<file path="config.mk">
export PLATFORM = sky130hd
export DESIGN_NAME = mem_port_arbiter_flat
export DESIGN_NICKNAME = d
export VERILOG_FILES = /design/src/rtl/mem_port_arbiter_pkg.sv /design/src/rtl/mem_port_arbiter_if.sv /design/src/rtl/mem_link_reg.sv /design/src/rtl/mem_port_arbiter.sv /design/src/flat_wrapper.sv
export SDC_FILE = /design/constraint.sdc
export NUM_CORES = 1
export LEC_CHECK = 0
export ABC_CLOCK_PERIOD_IN_PS = 2000
export BUFFER_PORTS_ARGS = -buffer_cell sky130_fd_sc_hd__buf_2
export CORE_MARGIN = 3
export CORE_UTILIZATION = 47
export DETAILED_ROUTE_END_ITERATION = 7
export GPL_ROUTABILITY_DRIVEN = 0
export PLACE_DENSITY = 0.81
export SLEW_MARGIN = 20
export SYNTH_ARGS = -nofsm -noshare
export SYNTH_HDL_FRONTEND = slang
export SYNTH_SLANG_ARGS = --single-unit
</file>
<file path="constraint.sdc">
create_clock -name clk -period 2 [get_ports clk]
set_input_delay 0.1 -clock clk [delete_from_list [all_inputs] [get_ports clk]]
set_output_delay 0.1 -clock clk [all_outputs]
set_load 0.05 [all_outputs]
</file>
<file path="src/rtl/mem_port_arbiter_pkg.sv">
// Shared types and constants for the IF/DM memory port arbiter.
// Carries the FSM state encodings, the full-word byte-enable constant,
// the legal range of the starvation limit and the byte-lane helper.
package mem_port_arbiter_pkg;

  typedef enum logic [1:0] {
    ARB_IDLE    = 2'd0,
    ARB_IF_BUSY = 2'd1,
    ARB_DM_BUSY = 2'd2
  } arb_state_e;

  localparam logic [3:0] BE_WORD = 4'hF;

  // Starvation limit range; the counter is 4 bits wide.
  localparam int STARVE_MIN = 1;
  localparam int STARVE_LIM = 15;

  // One-hot byte enable for a byte access at the given lane.
  function automatic logic [3:0] lane_be(input logic [1:0] lane);
    return 4'b0001 << lane;
  endfunction

endpackage

</file>
<file path="src/rtl/mem_port_arbiter_if.sv">
// Bundle of the IF requester, DM requester and memory-side signals.
// slave : the arbiter's view; master : the requesters/memory view.
interface mem_port_arbiter_if #(
  parameter int ADDR_W = 32,
  parameter int DATA_W = 32
);
  logic              if_req;
  logic [ADDR_W-1:0] if_addr;
  logic              if_gnt;
  logic              if_rvalid;
  logic [DATA_W-1:0] if_rdata;

  logic              dm_req;
  logic              dm_we;
  logic              dm_byte;
  logic              dm_ll;
  logic              dm_sc;
  logic [ADDR_W-1:0] dm_addr;
  logic [DATA_W-1:0] dm_wdata;
  logic              dm_gnt;
  logic              dm_rvalid;
  logic [DATA_W-1:0] dm_rdata;
  logic              dm_sc_fail;

  logic              mem_req;
  logic              mem_we;
  logic [3:0]        mem_be;
  logic [ADDR_W-1:0] mem_addr;
  logic [DATA_W-1:0] mem_wdata;
  logic              mem_ack;
  logic [DATA_W-1:0] mem_rdata;

  modport slave (
    input  if_req, if_addr,
    output if_gnt, if_rvalid, if_rdata,
    input  dm_req, dm_we, dm_byte, dm_ll, dm_sc, dm_addr, dm_wdata,
    output dm_gnt, dm_rvalid, dm_rdata, dm_sc_fail,
    output mem_req, mem_we, mem_be, mem_addr, mem_wdata,
    input  mem_ack, mem_rdata
  );

  modport master (
    output if_req, if_addr,
    input  if_gnt, if_rvalid, if_rdata,
    output dm_req, dm_we, dm_byte, dm_ll, dm_sc, dm_addr, dm_wdata,
    input  dm_gnt, dm_rvalid, dm_rdata, dm_sc_fail,
    input  mem_req, mem_we, mem_be, mem_addr, mem_wdata,
    output mem_ack, mem_rdata
  );
endinterface

</file>
<file path="src/rtl/mem_link_reg.sv">
// LL/SC reservation: one linked word address plus a valid flag.
// sc_ok reports whether the currently presented DM address hits the link.
module mem_link_reg #(
  parameter int ADDR_W = 32
) (
  input  logic              clk,
  input  logic              rst_n,
  input  logic              gnt,
  input  logic              we,
  input  logic              ll,
  input  logic              sc,
  input  logic [ADDR_W-1:0] addr,
  output logic              sc_ok
);
  logic              link_valid;
  logic [ADDR_W-1:2] link_addr;
  logic              hit;

  assign hit   = link_valid && (link_addr == addr[ADDR_W-1:2]);
  assign sc_ok = hit;

  // LL (re)links; every SC and any store to the linked word breaks the link.
  always_ff @(posedge clk or negedge rst_n) begin
    if (!rst_n) begin
      link_valid <= 1'b0;
      link_addr  <= '0;
    end else if (gnt) begin
      if (ll && !we) begin
        link_valid <= 1'b1;
        link_addr  <= addr[ADDR_W-1:2];
      end else if (we && (sc || hit)) begin
        link_valid <= 1'b0;
      end
    end
  end
endmodule

</file>
<file path="src/rtl/mem_port_arbiter.sv">
// Single-ported memory arbiter between instruction fetch and data memory.
// DM wins by default; IF is forced through after STARVE_MAX denied IDLE
// cycles (STARVE_MAX must lie in 1..15).
// Optional LL/SC reservation: define MEM_ARB_LLSC_EN.
module mem_port_arbiter
  import mem_port_arbiter_pkg::*;
#(
  parameter int ADDR_W     = 32,
  parameter int DATA_W     = 32,
  parameter int STARVE_MAX = 4
) (
  input  logic                 clk,
  input  logic                 rst_n,
  mem_port_arbiter_if.slave    bus
);
  localparam logic [3:0] STARVE_LIMIT = 4'(STARVE_MAX);

  arb_state_e        state, state_next;
  logic [3:0]        starve_cnt;
  logic              force_if;
  logic              if_gnt, dm_gnt;
  logic              sc_reject;

  logic              mem_req, mem_we;
  logic [3:0]        mem_be;
  logic [ADDR_W-1:0] mem_addr;
  logic [DATA_W-1:0] mem_wdata;
  logic              if_rvalid, dm_rvalid;
  logic [DATA_W-1:0] if_rdata, dm_rdata;

  assign force_if = bus.if_req && (starve_cnt == STARVE_LIMIT);

`ifdef MEM_ARB_LLSC_EN
  logic is_ll, is_sc, sc_ok, dm_sc_fail;

  assign is_ll     = bus.dm_ll && !bus.dm_we;
  assign is_sc     = bus.dm_sc && bus.dm_we;
  assign sc_reject = is_sc && !sc_ok;

  mem_link_reg #(.ADDR_W(ADDR_W)) u_link (
    .clk   (clk),
    .rst_n (rst_n),
    .gnt   (dm_gnt),
    .we    (bus.dm_we),
    .ll    (is_ll),
    .sc    (is_sc),
    .addr  (bus.dm_addr),
    .sc_ok (sc_ok)
  );

  assign bus.dm_sc_fail = dm_sc_fail;
`else
  logic unused_bits;

  // Without the reservation LL/SC are plain loads/stores.
  assign unused_bits    = ^{bus.dm_ll, bus.dm_sc, bus.if_addr[1:0]};
  assign sc_reject      = 1'b0;
  assign bus.dm_sc_fail = 1'b0;
`endif

  // FSM state register.
  always_ff @(posedge clk or negedge rst_n) begin
    if (!rst_n) state <= ARB_IDLE;
    else        state <= state_next;
  end

  // Next state and grants; grants only in IDLE and never while in reset.
  always_comb begin
    state_next = state;
    if_gnt     = 1'b0;
    dm_gnt     = 1'b0;
    unique case (state)
      ARB_IDLE: begin
        if (bus.dm_req && !force_if) begin
          dm_gnt     = rst_n;
          state_next = sc_reject ? ARB_IDLE : ARB_DM_BUSY;
        end else if (bus.if_req) begin
          if_gnt     = rst_n;
          state_next = ARB_IF_BUSY;
        end
      end
      ARB_IF_BUSY, ARB_DM_BUSY: begin
        if (bus.mem_ack) state_next = ARB_IDLE;
      end
      default: state_next = ARB_IDLE;
    endcase
  end

  // Count IDLE cycles in which IF asked and lost; saturate at the limit.
  always_ff @(posedge clk or negedge rst_n) begin
    if (!rst_n) begin
      starve_cnt <= '0;
    end else if (if_gnt) begin
      starve_cnt <= '0;
    end else if (state == ARB_IDLE && bus.if_req && starve_cnt != STARVE_LIMIT) begin
      starve_cnt <= starve_cnt + 4'd1;
    end
  end

  // Launch the memory request on grant, retire it and return data on ack.
  always_ff @(posedge clk or negedge rst_n) begin
    if (!rst_n) begin
      mem_req    <= 1'b0;
      mem_we     <= 1'b0;
      mem_be     <= '0;
      mem_addr   <= '0;
      mem_wdata  <= '0;
      if_rvalid  <= 1'b0;
      if_rdata   <= '0;
      dm_rvalid  <= 1'b0;
      dm_rdata   <= '0;
`ifdef MEM_ARB_LLSC_EN
      dm_sc_fail <= 1'b0;
`endif
    end else begin
      if_rvalid  <= 1'b0;
      dm_rvalid  <= 1'b0;
`ifdef MEM_ARB_LLSC_EN
      dm_sc_fail <= 1'b0;
`endif
      if (dm_gnt) begin
        if (sc_reject) begin
          // Failed SC completes locally without touching memory.
          dm_rvalid  <= 1'b1;
`ifdef MEM_ARB_LLSC_EN
          dm_sc_fail <= 1'b1;
`endif
        end else begin
          mem_req  <= 1'b1;
          mem_we   <= bus.dm_we;
          mem_addr <= {bus.dm_addr[ADDR_W-1:2], 2'b00};
          if (bus.dm_byte) begin
            mem_be    <= lane_be(bus.dm_addr[1:0]);
            mem_wdata <= {4{bus.dm_wdata[7:0]}};
          end else begin
            mem_be    <= BE_WORD;
            mem_wdata <= bus.dm_wdata;
          end
        end
      end else if (if_gnt) begin
        mem_req   <= 1'b1;
        mem_we    <= 1'b0;
        mem_be    <= BE_WORD;
        mem_addr  <= {bus.if_addr[ADDR_W-1:2], 2'b00};
        mem_wdata <= '0;
      end else if (state != ARB_IDLE && bus.mem_ack) begin
        mem_req <= 1'b0;
        if (state == ARB_IF_BUSY) begin
          if_rvalid <= 1'b1;
          if_rdata  <= bus.mem_rdata;
        end else begin
          dm_rvalid <= 1'b1;
          dm_rdata  <= bus.mem_rdata;
        end
      end
    end
  end

  assign bus.if_gnt    = if_gnt;
  assign bus.dm_gnt    = dm_gnt;
  assign bus.if_rvalid = if_rvalid;
  assign bus.if_rdata  = if_rdata;
  assign bus.dm_rvalid = dm_rvalid;
  assign bus.dm_rdata  = dm_rdata;
  assign bus.mem_req   = mem_req;
  assign bus.mem_we    = mem_we;
  assign bus.mem_be    = mem_be;
  assign bus.mem_addr  = mem_addr;
  assign bus.mem_wdata = mem_wdata;
endmodule

</file>
<file path="src/flat_wrapper.sv">
// flat-port wrapper written by rule: the top's interface ports become plain ports
module mem_port_arbiter_flat import mem_port_arbiter_pkg::*;
#(
  parameter int ADDR_W     = 32,
  parameter int DATA_W     = 32,
  parameter int STARVE_MAX = 4
)
  (clk, rst_n, bus_if_req, bus_if_addr, bus_if_gnt, bus_if_rvalid, bus_if_rdata, bus_dm_req, bus_dm_we, bus_dm_byte, bus_dm_ll, bus_dm_sc, bus_dm_addr, bus_dm_wdata, bus_dm_gnt, bus_dm_rvalid, bus_dm_rdata, bus_dm_sc_fail, bus_mem_req, bus_mem_we, bus_mem_be, bus_mem_addr, bus_mem_wdata, bus_mem_ack, bus_mem_rdata);
  mem_port_arbiter_if #(.ADDR_W(ADDR_W), .DATA_W(DATA_W)) bus_i ();
  input  logic clk;
  input  logic rst_n;
  input wire logic [$bits(bus_i.if_req)-1:0] bus_if_req;
  input wire logic [$bits(bus_i.if_addr)-1:0] bus_if_addr;
  output wire logic [$bits(bus_i.if_gnt)-1:0] bus_if_gnt;
  output wire logic [$bits(bus_i.if_rvalid)-1:0] bus_if_rvalid;
  output wire logic [$bits(bus_i.if_rdata)-1:0] bus_if_rdata;
  input wire logic [$bits(bus_i.dm_req)-1:0] bus_dm_req;
  input wire logic [$bits(bus_i.dm_we)-1:0] bus_dm_we;
  input wire logic [$bits(bus_i.dm_byte)-1:0] bus_dm_byte;
  input wire logic [$bits(bus_i.dm_ll)-1:0] bus_dm_ll;
  input wire logic [$bits(bus_i.dm_sc)-1:0] bus_dm_sc;
  input wire logic [$bits(bus_i.dm_addr)-1:0] bus_dm_addr;
  input wire logic [$bits(bus_i.dm_wdata)-1:0] bus_dm_wdata;
  output wire logic [$bits(bus_i.dm_gnt)-1:0] bus_dm_gnt;
  output wire logic [$bits(bus_i.dm_rvalid)-1:0] bus_dm_rvalid;
  output wire logic [$bits(bus_i.dm_rdata)-1:0] bus_dm_rdata;
  output wire logic [$bits(bus_i.dm_sc_fail)-1:0] bus_dm_sc_fail;
  output wire logic [$bits(bus_i.mem_req)-1:0] bus_mem_req;
  output wire logic [$bits(bus_i.mem_we)-1:0] bus_mem_we;
  output wire logic [$bits(bus_i.mem_be)-1:0] bus_mem_be;
  output wire logic [$bits(bus_i.mem_addr)-1:0] bus_mem_addr;
  output wire logic [$bits(bus_i.mem_wdata)-1:0] bus_mem_wdata;
  input wire logic [$bits(bus_i.mem_ack)-1:0] bus_mem_ack;
  input wire logic [$bits(bus_i.mem_rdata)-1:0] bus_mem_rdata;
  assign bus_i.if_req = bus_if_req;
  assign bus_i.if_addr = bus_if_addr;
  assign bus_if_gnt = bus_i.if_gnt;
  assign bus_if_rvalid = bus_i.if_rvalid;
  assign bus_if_rdata = bus_i.if_rdata;
  assign bus_i.dm_req = bus_dm_req;
  assign bus_i.dm_we = bus_dm_we;
  assign bus_i.dm_byte = bus_dm_byte;
  assign bus_i.dm_ll = bus_dm_ll;
  assign bus_i.dm_sc = bus_dm_sc;
  assign bus_i.dm_addr = bus_dm_addr;
  assign bus_i.dm_wdata = bus_dm_wdata;
  assign bus_dm_gnt = bus_i.dm_gnt;
  assign bus_dm_rvalid = bus_i.dm_rvalid;
  assign bus_dm_rdata = bus_i.dm_rdata;
  assign bus_dm_sc_fail = bus_i.dm_sc_fail;
  assign bus_mem_req = bus_i.mem_req;
  assign bus_mem_we = bus_i.mem_we;
  assign bus_mem_be = bus_i.mem_be;
  assign bus_mem_addr = bus_i.mem_addr;
  assign bus_mem_wdata = bus_i.mem_wdata;
  assign bus_i.mem_ack = bus_mem_ack;
  assign bus_i.mem_rdata = bus_mem_rdata;
  mem_port_arbiter #(.ADDR_W(ADDR_W), .DATA_W(DATA_W), .STARVE_MAX(STARVE_MAX)) u_core (.clk(clk), .rst_n(rst_n), .bus(bus_i));
endmodule
</file>
# --- Word-level counts from Yosys, hierarchy flattened ---
# Cells that the tools add are included.
classes:
  addsub: 1
  n_eq_ne: 6
  n_shift: 1
  n_mux: 32
  bitwise_logic: 3
  reduce_logical: 15
ops:
  columns: ["operator", "n"]
  rows:
  - ["$mux 32", 5]
  - ["$mux 4", 5]
  - ["$mux 1", 18]
  - ["$reduce_and 4->1", 2]
  - ["$mux 2", 3]
  - ["$reduce_bool 2->1", 3]
  - ["$logic_and 1x1->1", 5]
  - ["$add 4x1->4 const B", 1]
  - ["$eq 4x3->1 const B", 1]
  - ["$ne 4x3->1 const B", 1]
  - ["$pmux 2 s2", 1]
  - ["$shl 1x2->4 const A", 1]
  - ["$ne 3x2->1 const B", 1]
  - ["$not 1->1", 3]
  - ["$reduce_bool 3->1", 1]
  - ["$eq 2x1->1 const B", 1]
  - ["$eq 2x2->1 const B", 1]
  - ["$logic_not 2->1", 1]
  - ["$ne 2x2->1 const B", 1]
  - ["$reduce_and 2->1", 1]
  - ["$reduce_or 2->1", 1]
  - ["$logic_not 1->1", 1]
totals:
  regBits: 142
  input_bits: 137
  output_inout_bits: 139
  elab_cells: 69

# --- Longest topological paths before layout ---
# Gate-level depths: netlist (run 1).
logic_depth:
  depth_word: 8
  depth_mapped: 9
  ltp_nobuf: 6

# --- Worst setup path before layout (run 1) ---
# Ideal clock, no wire load.
synth_path:
  kind: "register to register"
  start: "register u_core.state[0]"
  end: "register u_core.starve_cnt[0]"
  t_arrival_ps: 1729
  setup_slack_ps: 88
  path_stages_with_launch: 7
  n_path_buf: 1
  cell_sequence: "dfrtp_1 > inv_1 > ha_1 > buf_4 > nand3_1 > a21oi_1 > a21oi_1"
synth_lines:
  columns: ["element", "line_no", "text"]
  rows:
  - ["start: declaration", "mem_port_arbiter.sv:18", "arb_state_e state, state_next;"]
  - ["start signal: assignment", "mem_port_arbiter.sv:64", "else state <= state_next;"]
  - ["$logic_not 2->1 *", "mem_port_arbiter.sv:72", "unique case (state)"]
  - ["$mux 1 *", "mem_port_arbiter.sv:72", null]
  - ["via bus_if_gnt", "flat_wrapper.sv:14", "output wire logic [$bits(bus_i.if_gnt)-1:0] bus_if_gnt;"]
  - ["$mux 4 or $reduce_bool 2->1 (tied branches)", null, null]
  - ["end signal: assignment", "mem_port_arbiter.sv:96", "starve_cnt <= starve_cnt + 4'd1;"]
  - ["end: declaration", "mem_port_arbiter.sv:19", "logic [3:0] starve_cnt;"]
# The timed path passes the listed nets; every way through them passes the cells marked *.
# A chain may end at the register's enable or synchronous reset.

# --- Worst setup path after layout (run 1) ---
layout_path:
  start: "register u_core.starve_cnt[0]"
  end: "output port bus_dm_gnt"
layout_between:
  elab_chain_len: 6
layout_rtl:
  columns: ["element", "line_no", "text"]
  rows:
  - ["$eq 4x3->1", "mem_port_arbiter.sv:31", "assign force_if = bus.if_req && (starve_cnt == STARVE_LIMIT);"]
  - ["$logic_and 1x1->1", "mem_port_arbiter.sv:31", null]
  - ["$logic_not 1->1", "mem_port_arbiter.sv:74", "if (bus.dm_req && !force_if) begin"]
  - ["$logic_and 1x1->1", "mem_port_arbiter.sv:74", null]
  - ["$mux 1", "mem_port_arbiter.sv:74", null]
  - ["$mux 1", "mem_port_arbiter.sv:72", null]
  - ["end: declaration", "flat_wrapper.sv:24", "output wire logic [$bits(bus_i.dm_gnt)-1:0] bus_dm_gnt;"]
# Every way passes these cells.

==> out/results.ini, run 1 <==
[outcome]
status=completed

[die]
boundaryPins=276
die_w_um=119
die_h_um=119
initial_core_util_pct=48.9
coreArea_sq_um=12200
die_area_sq_um=14100
std_cell_rows=40

[clock_tree]
clk_latency_ns=0.41
ctsHtreeMaxLevel=4
cts_buffer_depth=2
clock-sinks=140
numCtsBuffers=17
clkTransAtPathRegs_ns=0.06
root_buffer=clkbuf_16
tritoncts=yes

[logic_synthesis]
seq_area_frac_synth_pct=58.6
synth_warnings=0
synth_top_area_share_pct=58.6
yosysTopAreaCell=dfrtp_1
async_flop_share_pct=100
synth-seq-cells=140
netlist_area_sq_um=5970
avgSynthCellArea_sq_um=11.9
synth_edf_count=0
syn_inst=503
synthDistinctLibCells=37
yosys-top-cells-area=dfrtp_1, mux2_2, nor2_1
synth-main-ff-cell=dfrtp_1

[route]
vias=5695
drtAntennaViolNets=0
dr.pass1.iters=5
wl_met3_mm=1.33
drcViolationCount=0
wl_per_cell_um=18.1
wl_met1_mm=7.02
wl_met2_mm=10.1
maxUsedRoutingLayer=met5
wl_mm=19.3
drt_iter0_markers=443
viasPerCell=5.35

[placed_design]
post-place-ws_ns=-0.0139
hpwlAfterDp_mm=11.5
io_buffers=268
place_inst=918
placed_area_sq_um=7480

[layout]
final_cells=1065
multi_input_area_sq_um=2260
layout-drive-gt1-share_pct=44.9
syn2layout_area_growth_pct=55.2
layout_common_cells=buf_2, dfrtp_1, dlygate4sd3_1, nor2_1, mux2_2
antenna_cells=0
nets=1025
layout_commonest_cell=buf_2
postLayoutCellArea_sq_um=9280
seq_area_sq_um=3500
fin_util_pct=76.0
fill_cells=776

[timing]
setup_ws_ns=0.0575
min_period_ns=1.94
maxSlewHeadroom_pct=47.1
tns_ns=0
maxSlewViolCount=0
holdWs_ns=0.0152
skew_ns=0.00932
finalHoldViolCount=0
finalCritPeriodShare_pct=97.1
fmax_mhz=515
tightest_slew_ns=0.793
setup_viol=0

[power_and_ir_drop]
powerDensity_nw_per_um2=1920
p_leak_nw=4.58
peakVddDrop_v=0.00161
p_total_mw=17.8

[min_path]
min_path_type=primary input to flop

[setup_path]
cp-start-kind=flop
cp-end-kind=output port
crit_fanout=8
critical_path_class=flop to output port
path_buf_inv=3
crit_chain=inv_1 -> ha_2 -> and4b_1 -> or3_4 -> clkinv_8 -> buf_12
crit_path_max_incr_delay_ns=0.39
worst_ep_arrival_time_ns=1.84
slowest_stage=or3_4
crit_family=simple AND/OR/NAND/NOR gates
worst_ep_required_time_ns=1.90

[global_routing]
grt_first_pass_wirelength_mm=30.8
grtUsageTotal_pct=27.6
grt_pass1_vias=5941
grt_max_degree=62
antenna_found_initial=1
grt-ovfl-total=0

[run]
maxCapViolCount=0

-- synth_stat cells, drive strengths merged, types with 3 or more instances --
master / n
inv: 9
a22o: 9
a31oi: 3
a21oi: 7
mux2i: 24
dfrtp: 140
a221oi: 30
nand2: 29
mux2: 64
nand3: 3
or3: 3
buf: 20
o21ai: 30
clkbuf: 17
nand2b: 4
ha: 4
nor2: 95
-- power breakdown --
part           internal (mW)  switching (mW)  leakage [nW]
sequential              4.22           0.814          1.67
clock                   2.06            1.17         0.296
combinational           2.53            6.97          2.61
total                   8.81            8.95          4.58
-- worst reg2reg max path, delay by kind of cell, from the launching register on --
family	cells	cell delay, ns
AOI/OAI and AO/OA	1	0.20
adders and majority gates	1	0.18
buffers and inverters	3	0.42
DFF	1	0.36
and+or+nand+nor	2	0.62
-- sequential cells by signal, indices dropped and copies added (netlist names), 2 cells and up --
register and count:
u_core.bus.dm_rdata 32, u_core.bus.if_rdata 32, u_core.bus.mem_wdata 32, u_core.bus.mem_addr 30, u_core.bus.mem_be 4, u_core.starve_cnt 4, u_core.state 2
-- logic make-up (layout without fill, tap and decap cells) --
group | count (synthesis) | in the layout | synth area share, %
other cells | 1 | 3 | 0.0628
buf+inv | 46 | 438 | 4.19
compound gates | 85 | 85 | 10.7
flops | 140 | 140 | 58.6
simple gates | 139 | 139 | 9.49
fa+ha+maj | 4 | 4 | 0.838
mux | 88 | 88 | 16.1
-- final cells by class --
type / count / share of cell area (%)
Sequential cell: 140 / 37.8
Timing Repair Buffer: 397 / 28.5
Multi-Input combinational cell: 319 / 24.4
Clock buffer: 22 / 5.11
Tap cell: 168 / 2.27
Clock inverter: 10 / 1.48
Inverter: 9 / 0.499
-- repair_timing --
action | 4_1_cts | 5_1_grt
setup endpoints to repair | 3 | 2
pin swaps | 2 | 1
hold endpoints to repair | 201 | 0
hold buffers | 107 | 0
setup buffers | 3 | 5
resized for setup | 8 | 4
-- worst paths after layout --
path	startpoint	end	slack [ns]	depth (start not counted)
max reg2reg	u_core.starve_cnt[0]	u_core.bus.mem_wdata[10]	0.14	7
max	u_core.starve_cnt[0]	bus_dm_gnt	0.06	6
min reg2reg	u_core.bus.mem_wdata[20]	u_core.bus.mem_wdata[20]	0.47	2
max in group asynchronous	rst_n	u_core.bus.mem_addr[17]	0.36	4
min in group asynchronous	rst_n	u_core.state[0]	0.33	3
min	bus_dm_addr[12]	u_core.bus.mem_addr[12]	0.02	3
-- routing by layer --
layer / vias up / track usage, %
met5: - / 0
met4: 2 / 14.2
met3: 65 / 7.08
met2: 314 / 48.6
met1: 2792 / 30.6
li1: 2522 / -
Power figures use the tool's default switching activity.
==> inputs of run 2 (changes only) <==
Settings changed: CORE_MARGIN 3 to 2.
==> out/results.ini, run 2 (synthesis results as in run 1) <==
[clock_tree]
root_buffer=clkbuf_16  ; unchanged
clock-sinks=140  ; unchanged
cts_buffer_depth=2  ; unchanged
clkTransAtPathRegs_ns=0.06  ; about the same
ctsHtreeMaxLevel=4  ; unchanged
numCtsBuffers=17  ; unchanged
clk_latency_ns=0.40  ; was 0.41 ns
tritoncts=yes  ; unchanged

[timing]
maxSlewViolCount=0  ; unchanged
min_period_ns=1.94  ; about the same
setup_viol=0  ; unchanged
skew_ns=0.00577  ; was 0.00932 ns
finalHoldViolCount=0  ; unchanged
maxSlewHeadroom_pct=47.2  ; was 47.1%
tightest_slew_ns=0.792  ; was 0.793 ns
finalCritPeriodShare_pct=96.8  ; was 97.1%
fmax_mhz=517  ; was 515 MHz

[power_and_ir_drop]
p_total_mw=17.7  ; was 17.8 mW
switching_share_pct=50.0  ; was 50.4%
peakVddDrop_v=0.00103  ; was 0.00161 V
p_leak_nw=4.55  ; was 4.58 nW
seqPwrFrac_pct=28.3  ; about the same
comb_power_share_pct=53.3  ; was 53.5%
powerDensity_nw_per_um2=1920  ; about the same
p_int_mw=8.85  ; was 8.81 mW
p_sw_mw=8.86  ; was 8.95 mW
pwr-share-clk_pct=18.4  ; was 18.2%

[die]
initial_core_util_pct=47.7  ; was 48.9%
die_w_um=117  ; was 119 um
boundaryPins=276  ; unchanged
die_area_sq_um=13600  ; was 14100 sq um
die_h_um=117  ; was 119 um
coreArea_sq_um=12500  ; was 12200 sq um
std_cell_rows=41  ; was 40

[global_routing]
grt_max_degree=141  ; was 62
grt_first_pass_wirelength_mm=28.1  ; was 30.8 mm
grt_pass1_vias=5692  ; was 5941
grt-ovfl-total=0  ; unchanged
antenna_found_initial=3  ; was 1
grtUsageTotal_pct=26.8  ; was 27.6%

[route]
vias=5546  ; was 5695
dr.pass1.iters=5  ; unchanged
wl_per_cell_um=17.2  ; was 18.1 um
wl_mm=18.3  ; was 19.3 mm
viasPerCell=5.22  ; was 5.35
drcViolationCount=0  ; unchanged
drt_iter0_markers=476  ; was 443
drtAntennaViolNets=0  ; unchanged

[setup_path]
cp-end-kind=output port  ; unchanged
crit_fanout=9  ; was 8
path_buf_inv=3  ; unchanged
worst_ep_required_time_ns=1.90  ; about the same
crit_path_max_incr_delay_ns=0.38  ; was 0.39 ns
critical_path_class=flop to output port  ; unchanged
slowest_stage=or3_4  ; unchanged
crit_family=simple AND/OR/NAND/NOR gates  ; unchanged
crit_chain=inv_1 -> ha_2 -> and4b_1 -> or3_4 -> clkinv_8 -> buf_8  ; was inv_1 -> ha_2 -> and4b_1 -> or3_4 -> clkinv_8 -> buf_12
cp-start-kind=flop  ; unchanged
worst_ep_arrival_time_ns=1.84  ; about the same

[layout]
layout-drive-gt1-share_pct=44.9  ; about the same
layout_commonest_cell=buf_2  ; unchanged
fin_util_pct=73.8  ; was 76.0%
nets=1018  ; was 1025
reg.largest.list=u_core.bus.dm_rdata: 32 flops, u_core.bus.if_rdata: 32 flops, u_core.bus.mem_wdata: 32 flops  ; unchanged
postLayoutCellArea_sq_um=9240  ; was 9280 sq um
syn2layout_area_growth_pct=54.6  ; was 55.2%
layout_common_cells=buf_2, dfrtp_1, dlygate4sd3_1, nor2_1, mux2_2  ; unchanged

[outcome]
status=completed  ; unchanged

[placed_design]
hpwlAfterDp_mm=10.8  ; was 11.5 mm
placed_area_sq_um=7490  ; was 7480 sq um
io_buffers=268  ; unchanged

[run]
maxCapViolCount=0  ; unchanged

[min_path]
min_path_type=primary input to flop  ; unchanged

## run 2: changes by cell type in the layout (fill, tap and decap cells not counted), sizes merged
cell         previous run  this run
clkbuf                 22        20
bufinv                  3         4
dlygate4sd3           107       104
buf                   290       286
diode                   0         2
## run 2: repair_timing
action / 4_1_cts / 5_1_grt
endpoints found under the setup margin: 2 / 2
gates resized for setup: 8 / 4
hold buffers: 104 / 0
hold endpoints to repair: 262 / 0
pin swaps: 1 / 1
buffers inserted: 2 / 3
## run 2: per-stage QoR
| step | TNS [ns] | setup slack (ns) | cells | hold slack (ns) |
|---|---|---|---|---|
| 6_report | 0 | 0.0645 | 1063 | 0.0125 |
| 5_1_grt | -0.00000155 | -0.00000155 | 1063 | 0.00468 |
| 4_1_cts | -0.0140 | -0.0140 | 1058 | 0.000469 |
| 3_5_place_dp | 0 | 0.0838 | 921 | 0.325 |
| 3_3_place_gp | 0 | 0.105 | 921 | 0.313 |
| 2_1_floorplan | 0 | 0.0880 | 505 | -0.196 |
## run 2: area by class of cell
type / count / area [sq um]
multi-input combinational: 319 / 2260
clock inverter: 11 / 168
antenna: 2 / 5.00
clock buffer: 20 / 447
sequential: 140 / 3500
timing repair buffer: 390 / 2590
inverter: 9 / 46.3
tap: 172 / 215
fill: 828 / 3280
## run 2: per-layer routing
metal,part of all wire [%],GRT usage [%],vias to the layer above
met5,0,0,-
met4,4.8,16.7,0
met3,7.0,6.64,74
met2,52,46.5,267
met1,37,29.4,2690
li1,-,-,2515
## run 2: power groups by stage
stage / clock network [mW] / registers, mW / logic [mW]
floorplan: 0 / 9.62 / 2.18
global placement: 0 / 4.91 / 8.94
detailed placement: 0 / 4.97 / 9.13
CTS: 3.31 / 4.95 / 9.34
global route: 3.44 / 5.14 / 9.92
finish: 3.26 / 5.01 / 9.44
## run 2: worst paths after layout
kind	slack, ns	start	cells past startpoint	end
setup / recovery	0.06	u_core.starve_cnt[0]	6	bus_dm_gnt
hold / removal	0.01	bus_if_addr[6]	3	u_core.bus.mem_addr[6]
setup reg to reg	0.12	u_core.starve_cnt[0]	7	u_core.bus.mem_wdata[10]
hold reg to reg	0.48	u_core.bus.mem_wdata[19]	2	u_core.bus.mem_wdata[19]
max in group asynchronous	1.01	rst_n	3	u_core.bus.mem_addr[4]
min in group asynchronous	0.44	rst_n	3	u_core.bus.dm_rdata[22]
## run 2: worst register-to-register path, cell delays in order (launching register included)
cell and delay (ns):
dfrtp_1 0.35, inv_1 0.05, ha_2 0.19, and4b_1 0.23, or3_4 0.38, buf_4 0.18, buf_4 0.19, o21ai_0 0.23
==> inputs of run 3 (changes only) <==
--- a/config.mk
+++ b/config.mk
@@ -6,11 +6,12 @@
 export NUM_CORES = 1
 export LEC_CHECK = 0
+export ABC_AREA = 1
 export ABC_CLOCK_PERIOD_IN_PS = 2000
 export BUFFER_PORTS_ARGS = -buffer_cell sky130_fd_sc_hd__buf_2
 export CORE_MARGIN = 2
-export CORE_UTILIZATION = 47
+export CORE_UTILIZATION = 48
 export DETAILED_ROUTE_END_ITERATION = 7
 export GPL_ROUTABILITY_DRIVEN = 0
-export PLACE_DENSITY = 0.81
+export PLACE_DENSITY = 0.82
 export SLEW_MARGIN = 20
 export SYNTH_ARGS = -nofsm -noshare
==> constraint.sdc (replaced) <==
create_clock -name clk -period 2 [get_ports clk]
set_input_delay 0.1 -clock clk [delete_from_list [all_inputs] [get_ports clk]]
set_output_delay 0.1 -clock clk [all_outputs]
set_load 0.02 [all_outputs]
==> out/results.ini, run 3 <==
[outcome]
status=completed  ; unchanged

[clock_tree]
clock-sinks=140  ; unchanged
root_buffer=clkbuf_16  ; unchanged
clk_latency_ns=0.41  ; was 0.40 ns
clkTransAtPathRegs_ns=0.06  ; about the same
tritoncts=yes  ; unchanged
ctsHtreeMaxLevel=4  ; unchanged
cts_buffer_depth=2  ; unchanged
numCtsBuffers=17  ; unchanged

[global_routing]
grt_first_pass_wirelength_mm=31.9  ; was 28.1 mm
antenna_found_initial=0  ; was 3
grtUsageTotal_pct=28.4  ; was 26.8%
grt-ovfl-total=0  ; unchanged
grt_max_degree=81  ; was 141
grt_pass1_vias=6510  ; was 5692

[timing]
finalCritPeriodShare_pct=96.0  ; was 96.8%
tightest_slew_ns=0.980  ; was 0.792 ns
holdWs_ns=0.00271  ; was 0.0125 ns
finalHoldViolCount=0  ; unchanged
skew_ns=0.0179  ; was 0.00577 ns
setup_viol=0  ; unchanged
fmax_mhz=521  ; was 517 MHz
min_period_ns=1.92  ; was 1.94 ns
maxSlewHeadroom_pct=34.7  ; was 47.2%
maxSlewViolCount=0  ; unchanged

[layout]
layout_common_cells=buf_2, nand2_1, dfrtp_1, inv_1, o21ai_0  ; was buf_2, dfrtp_1, dlygate4sd3_1, nor2_1, mux2_2
fin_util_pct=72.7  ; was 73.8%
reg.largest.list=u_core.bus.dm_rdata: 32 flops, u_core.bus.if_rdata: 32 flops, u_core.bus.mem_wdata: 32 flops  ; unchanged
fill_cells=843  ; was 828
final_cells=1280  ; was 1063
multi_input_area_sq_um=2070  ; was 2260 sq um
layout-drive-gt1-share_pct=29.2  ; was 44.9%
antenna_cells=0  ; was 2
layout_commonest_cell=buf_2  ; unchanged
seq_area_sq_um=3500  ; unchanged
nets=1237  ; was 1018
syn2layout_area_growth_pct=47.8  ; was 54.6%

[route]
drt_iter0_markers=710  ; was 476
wl_per_cell_um=15.3  ; was 17.2 um
drtAntennaViolNets=0  ; unchanged
wl_mm=19.6  ; was 18.3 mm
dr.pass1.iters=7  ; was 5
drcViolationCount=0  ; unchanged
viasPerCell=5.09  ; was 5.22
vias=6521  ; was 5546

[setup_path]
critical_path_class=flop to output port  ; unchanged
crit_path_max_incr_delay_ns=0.39  ; was 0.38 ns
r2r_cells=6  ; was 7
slowest_stage=dfrtp_1  ; was or3_4
crit_chain=inv_1 -> ha_1 -> nand4_4 -> nand3_4 -> buf_12 -> inv_4 -> buf_4  ; was inv_1 -> ha_2 -> and4b_1 -> or3_4 -> clkinv_8 -> buf_8
crit_fanout=10  ; was 9
cp-start-kind=flop  ; unchanged
worst_ep_required_time_ns=1.90  ; about the same
worst_ep_arrival_time_ns=1.82  ; was 1.84 ns
cp-end-kind=output port  ; unchanged

[die]
die_h_um=118  ; was 117 um
boundaryPins=276  ; unchanged
coreArea_sq_um=12700  ; was 12500 sq um
die_w_um=118  ; was 117 um
initial_core_util_pct=49.2  ; was 47.7%
die_area_sq_um=13900  ; was 13600 sq um
std_cell_rows=41  ; unchanged

[power_and_ir_drop]
p_sw_mw=5.84  ; was 8.86 mW
pwr-share-clk_pct=21.1  ; was 18.4%
p_total_mw=13.7  ; was 17.7 mW
p_int_mw=7.90  ; was 8.85 mW
seqPwrFrac_pct=35.7  ; was 28.3%
peakVddDrop_v=0.000738  ; was 0.00103 V
switching_share_pct=42.5  ; was 50.0%
comb_power_share_pct=43.1  ; was 53.3%
p_leak_nw=5.32  ; was 4.55 nW
powerDensity_nw_per_um2=1490  ; was 1920 nW/um^2

[logic_synthesis]
synth_edf_count=0  ; unchanged
synth-seq-cells=140  ; unchanged
yosysMostFrequentCell=nand2_1  ; was dfrtp_1
synth-main-ff-cell=dfrtp_1  ; unchanged
synth_warnings=0  ; unchanged
yosys-top-cells-area=dfrtp_1, nand2_1, o21ai_0  ; was dfrtp_1, mux2_2, nor2_1
yosysTopAreaCell=dfrtp_1  ; unchanged
synthDistinctLibCells=23  ; was 37
async_flop_share_pct=100  ; unchanged
syn_inst=755  ; was 503
yosys-top-cells-count=nand2_1, dfrtp_1, inv_1  ; was dfrtp_1, nor2_1, mux2_2
synth_top_area_share_pct=56.2  ; was 58.6%
seq_area_frac_synth_pct=56.2  ; was 58.6%
avgSynthCellArea_sq_um=8.26  ; was 11.9 sq um
netlist_area_sq_um=6230  ; was 5970 sq um

[min_path]
min_path_type=primary input to flop  ; unchanged
hold_path_depth=3  ; unchanged

[placed_design]
place_inst=1161  ; was 921
io_buffers=268  ; unchanged
hpwlAfterDp_mm=11.3  ; was 10.8 mm

[run]
maxCapViolCount=0  ; unchanged

run 3: cell count changes after synthesis, sizes merged, moves of 4 or more:
cell    change
o21ai      +68
nand2b      -4
a22o        -9
inv       +118
a21oi      +20
nand2     +203
nor2       -88
nand4      +32
nand3      +31
a221oi     -30
buf         +7
mux2       -64
mux2i      -24
run 3: path summary, 6_finish.rpt:
path                                              start                  endpoint  slack [ns]
worst max-delay path               u_core.starve_cnt[0]                bus_dm_gnt        0.08
worst min-delay path                    bus_dm_wdata[8]   u_core.bus.mem_wdata[8]       0.003
worst max register to register     u_core.starve_cnt[0]  u_core.bus.mem_wdata[20]        0.27
worst min register to register  u_core.bus.mem_addr[22]   u_core.bus.mem_addr[22]        0.47
max in group asynchronous                         rst_n    u_core.bus.if_rdata[5]        0.73
min in group asynchronous                         rst_n           u_core.state[1]        0.10
run 3: final cells by class:
cell class,count,area share (%)
well taps,172,2.34
clock inverters,12,1.09
clock buffers,19,4.81
repair buffers,367,26.1
inverters,127,5.20
flip-flops and latches,140,38.0
multi-input cells,443,22.4
run 3: power by group through the flow:
stage,Sequential (mW),Clock [mW],Combinational (mW)
final,4.91,2.90,5.92
after global routing,5.05,3.08,6.46
after CTS,4.85,2.95,5.81
after detailed placement,4.85,0,5.60
after global placement,4.83,0,5.45
after floorplan,6.43,0,1.90
run 3: kinds of logic (layout without fill, tap and decap cells):
kind of cell	Yosys count	after routing	synth area share, %
other	1	3	0.0601
DFF	140	140	56.2
buffers and inverters	174	525	11.5
adders and majority gates	4	4	0.803
and+or+nand+nor	309	309	21.0
AOI/OAI and AO/OA	126	126	10.4
xor gates and xnor gates	1	1	0.141
run 3: what timing repair did:
action                     CTS  global route
hold endpoints to repair   171             0
setup endpoints to repair    1             2
buffers inserted             0             1
cloned                       2             0
hold buffers                85             0
gates resized for setup      4             3
run 3: critical path: cells and delay by family, from the launching register on:
family	cells	cell delay, ns
buffers and inverters	4	0.51
AND/OR/NAND/NOR	2	0.26
adder cells (fa/ha/maj)	1	0.25
flip-flops	1	0.39
run 3: stage by stage:
stage | setup WS [ns] | TNS (ns) | cell area (sq um)
floorplan | 0.546 | 0 | 6240
global placement | 0.357 | 0 | 7710
detailed placement | 0.330 | 0 | 7710
CTS | 0.0194 | 0 | 9190
global route | -0.0178 | -0.0270 | 9220
finish | 0.0810 | 0 | 9220
run 3: routing by layer:
| metal | vias up | GRT usage (%) | share of wire, % | routed length (um) |
|---|---|---|---|---|
| li1 | 3033 | - | - | - |
| met2 | 405 | 46.7 | 48 | 9490 |
| met4 | 0 | 12.3 | 3.1 | 602 |
| met3 | 56 | 8.33 | 9.6 | 1870 |
| met1 | 3027 | 34.8 | 39 | 7600 |
| met5 | - | 0 | 0 | 0 |
